### src/rtl/btn_conditioner_n.sv
// Multi-channel push-button / switch conditioner: synchroniser, counter debouncer,
// registered edge pulses and a press-toggled state bit per channel.
module btn_conditioner_n #(
  parameter int CH          = 4,
  parameter int SYNC_STAGES = 2,
  parameter int DB_CNT      = 100000,
  parameter int CNT_W       = $clog2(DB_CNT + 1)
) (
  input  logic          clk,
  input  logic          rst_n,
  input  logic [CH-1:0] btn_in,
  input  logic [CH-1:0] toggle_clr,
  output logic [CH-1:0] db_out,
  output logic [CH-1:0] p_edge,
  output logic [CH-1:0] n_edge,
  output logic [CH-1:0] toggle
);

  localparam logic [CNT_W-1:0] CNT_LAST = CNT_W'(DB_CNT - 1);

  for (genvar g = 0; g < CH; g++) begin : g_ch
    logic [SYNC_STAGES-1:0] sync_r;
    logic [CNT_W-1:0]       cnt_r;
    logic [CNT_W-1:0]       cnt_nxt_s;
    logic                   db_r;
    logic                   db_nxt_s;
    logic                   p_r;
    logic                   n_r;
    logic                   tog_r;
    logic                   s_i;

    assign s_i = sync_r[SYNC_STAGES-1];

    // Synchroniser shift chain for the raw pin
    always_ff @(posedge clk or negedge rst_n) begin
      if (!rst_n) begin
        sync_r <= '0;
      end else begin
        sync_r <= {sync_r[SYNC_STAGES-2:0], btn_in[g]};
      end
    end

    // Debounce decision: a full run of DB_CNT disagreeing cycles flips the level
    always_comb begin
      cnt_nxt_s = '0;
      db_nxt_s  = db_r;
      if (s_i == db_r) begin
        cnt_nxt_s = '0;
      end else if (cnt_r == CNT_LAST) begin
        cnt_nxt_s = '0;
        db_nxt_s  = ~db_r;
      end else begin
        cnt_nxt_s = cnt_r + CNT_W'(1);
      end
    end

    // Debounce state; edge pulses are registered from the level transition itself
    always_ff @(posedge clk or negedge rst_n) begin
      if (!rst_n) begin
        cnt_r <= '0;
        db_r  <= 1'b0;
        p_r   <= 1'b0;
        n_r   <= 1'b0;
      end else begin
        cnt_r <= cnt_nxt_s;
        db_r  <= db_nxt_s;
        p_r   <= db_nxt_s & ~db_r;
        n_r   <= ~db_nxt_s & db_r;
      end
    end

    // Toggle bit: clear has priority and swallows a coincident press
    always_ff @(posedge clk or negedge rst_n) begin
      if (!rst_n) begin
        tog_r <= 1'b0;
      end else if (toggle_clr[g]) begin
        tog_r <= 1'b0;
      end else if (p_r) begin
        tog_r <= ~tog_r;
      end else begin
        tog_r <= tog_r;
      end
    end

    assign db_out[g] = db_r;
    assign p_edge[g] = p_r;
    assign n_edge[g] = n_r;
    assign toggle[g] = tog_r;
  end

endmodule

### config.mk
export PLATFORM = sky130hd
export DESIGN_NAME = btn_conditioner_n
export DESIGN_NICKNAME = d
export VERILOG_FILES = /design/src/rtl/btn_conditioner_n.sv
export SDC_FILE = /design/constraint.sdc
export NUM_CORES = 1
export LEC_CHECK = 0
export CAP_MARGIN = 20
export CORE_AREA = 2 2 97 109
export CTS_CLUSTER_SIZE = 12
export DETAILED_ROUTE_END_ITERATION = 16
export DIE_AREA = 0 0 99 111
export HOLD_SLACK_MARGIN = 0.03
export PLACE_DENSITY = 0.64
export SLEW_MARGIN = 20
export SYNTH_ARGS = -nofsm -noshare
export SYNTH_HDL_FRONTEND = slang
export SYNTH_SLANG_ARGS = --single-unit
### constraint.sdc
create_clock -name clk -period 3 [get_ports clk]
set_input_delay 0.6 -clock clk [delete_from_list [all_inputs] [get_ports clk]]
set_output_delay 0.6 -clock clk [all_outputs]
set_load 0.01 [all_outputs]
==> metrics.txt <==
Root Driver clkbuf_16; total global-route track usage 15.3%; WS Path Type flip-flop to flip-flop; Flop pwr share 50.7%; Num CTS Buffers 9; slowest stage delay, CP 0.58 ns; Via Count 2955; area of the core 10000 sq um; worst min-delay path class input port to async pin; Worst Skew 0.00540 ns; Crit Reg-Reg Startpoint g_ch[0].cnt_r[5]; DRC 0; Clock Power Share 46.1%; Cells after Synth 407; clock buffer depth 2; Routed Antenna Nets 0; post-synthesis simple-gate area fraction 26.5%; Max-cap violations 0; gp weighted congestion 0.804; clock-pin slew on the worst setup and hold paths 0.07 ns; setup bufs post-CTS 0; Worst Max-Slew Pin Slew 0.562 ns; routed wire length per instance 14.2 um; ANT cells 0; post-synthesis sequential area ratio 52.8%; Worst Setup SP g_ch[0].cnt_r[5]; cells along the critical path or4bb_1 -> or4_4 -> nand2_4 -> nor2b_1; first-pass detailed-route iteration total 4; area delta synth->final 13.1%; RSZ-0062 raised after global routing false; Port Buf Inserts 25; Layout Nets 436; FP Rows 39; Boundary Pins 26; power per cell area 512 nW/um^2; grt total ovfl 0; Hold Buf Count CTS 0; CTS tree done; pin count of the biggest net entering global routing 45; final setup fails 0; total clock sinks 92; min Tclk post-route 2.01 ns; final WL 7.82 mm; Critical Path End Type flip-flop; Net Sw Power 0.545 mW; Sw Share 21.6%; layout cells sized above 1 8.90%; Synth Cell Area 4360 sq um; drt first-iter violations 117; Worst VDD drop 0.000241 V; Final Hold Vio Count 0; # fillers 886; worst path arrival time 2.23 ns; first-pass GRT wire length 13.7 mm; total power 2.53 mW; total negative slack 0 ns; Non-Filler Instances 550; period utilization 67.0%; pins over their slew limit 0; H-tree depth 3; CP required 3.22 ns; clk_lat worst skew 0.34 ns; worst-path cell with the longest stage delay or4_4; largest family of logic cells by synthesized area simple AND/OR/NAND/NOR gates; CP max FO 16; Detail Placement HPWL 5.11 mm; # resized after CTS 0; dpl cells 534; average cell area after synthesis 10.7 sq um; post-synthesis mux area share 1.20%; count of cell types in the netlist 35; Worst Setup Start Kind flip-flop; Int Power 1.98 mW; vias in the first global route 2979; Post-Synth Adder-Cell Area 1.15%; width of the chip 99 um; synthesis-stage register bit count 92; Synth Area in XOR/XNOR 13.1%; die height 111 um; Via density 5.37; initial antenna violation count 0; status completed; P_leak 1.96 nW; Max Freq 497 MHz; Worst slew margin 62.5%; Initial Utilization 43.6%; Mapped Nets 421; Die ar. 11000 sq um; Compound-Gate Fraction of Synth Area 0.861%; Synth warnings 0; Comb pwr share 3.2%
[cells in the final DEF, fill, tap and decap left out, drive strengths merged, types with 3 or more instances in the layout]
cell           netlist  layout
ha                   4       4
or4bb                3       3
nor3                11      11
and4                 6       6
xor2                26      26
clkbuf               5      11
clkdlybuf4s50        0      24
xnor2               39      39
o31ai                3       3
or4                  5       5
inv                  6       7
mux2                 4       4
nor3b                8       8
a21oi                3       3
or3                  3       3
and3                 6       6
nor4b                3       3
nand3               22      22
buf                 18       3
nand2               19      19
nor2                70      70
nand4               30      30
dfrtp               92      92
nor4                14      14
[cell type report]
cell class,instances,area [sq um],area share [%]
clock buffers,11,253,5.12
clock inverters,5,58.8,1.19
inverters,6,22.5,0.457
multi-input cells,286,1870,37.8
flip-flops and latches,92,2300,46.7
well taps,123,154,3.12
repair buffers,27,275,5.58
[power by group through the flow]
stage | Clock, mW | Combinational, mW | Sequential [mW]
CTS | 1.19 | 0.0840 | 1.28
floorplan | 0 | 0.0389 | 1.30
finish | 1.17 | 0.0804 | 1.28
detailed placement | 0 | 0.0835 | 1.30
global route | 1.24 | 0.0936 | 1.28
global placement | 0 | 0.0822 | 1.30
[flip-flops by register name, summed over array words and instances, names as in the netlist]
signal / cells
g_ch.db_r: 4
g_ch.sync_r: 8
g_ch.cnt_r: 68
g_ch.n_r: 4
g_ch.tog_r: 4
g_ch.p_r: 4
[cell families after synthesis]
family          after synthesis
simple gates                207
xor+xnor                     65
fa+ha+maj                     4
buf+inv                      29
mux                           4
compound gates                6
flops                        92
[worst max-delay path, delay by kind of cell, from the launching register on]
family           cells  cell delay [ns]
flip-flops           1             0.45
AND/OR/NAND/NOR      4             1.43
[synthesized netlist by cell type, drive strengths merged]
library cell | n | share of area, %
dfrtp | 92 | 53
nor2 | 70 | 6.6
xnor2 | 39 | 7.8
nand4 | 30 | 4.3
xor2 | 26 | 5.2
nand3 | 22 | 2.5
nand2 | 19 | 2.0
buf | 18 | 3.5
nor4 | 14 | 2.0
nor3 | 11 | 1.3
nor3b | 8 | 1.4
and3 | 6 | 0.89
and4 | 6 | 1.2
inv | 6 | 0.52
clkbuf | 5 | 0.43
or4 | 5 | 1.0
ha | 4 | 1.1
mux2 | 4 | 1.2
a21oi | 3 | 0.34
nor4b | 3 | 0.60
o31ai | 3 | 0.52
or3 | 3 | 0.43
or4bb | 3 | 0.77
nor4bb | 2 | 0.46
or4b | 2 | 0.46
and4b | 1 | 0.23
nand4bb | 1 | 0.26
nor2b | 1 | 0.14
[worst paths after layout]
check | endpoint | slack [ns] | depth (start not counted)
min reg2reg | g_ch[3].sync_r[1] | 0.35 | 0
max reg2reg | g_ch[0].cnt_r[5] | 0.99 | 4
min in group clk | g_ch[3].sync_r[1] | 0.35 | 0
max in group asynchronous | g_ch[1].cnt_r[5] | 2.15 | 2
min | g_ch[3].tog_r | 0.25 | 1
max | g_ch[0].cnt_r[5] | 0.99 | 4
[stage by stage]
step	utilization, %	cell area [sq um]	hold WS, ns	setup slack, ns
2_1_floorplan	-	4360	0.304	1.08
3_3_place_gp	46.2	4620	0.332	1.03
3_5_place_dp	46.2	4620	0.335	1.01
4_1_cts	49.3	4930	0.276	0.994
5_1_grt	49.3	4930	0.299	0.895
6_report	49.3	4930	0.247	0.989
[per-layer routing]
metal  GRT usage (%)  share of wire (%)  up-vias  wire length (um)
met4            7.95                2.2        0               173
met1            20.6                 49     1456              3800
li1                -                  -     1447                 -
met3            2.59                3.0       13               231
met5               0                  0        -                 0
met2            23.8                 46       39              3610
(Power assumes the default switching activity.)
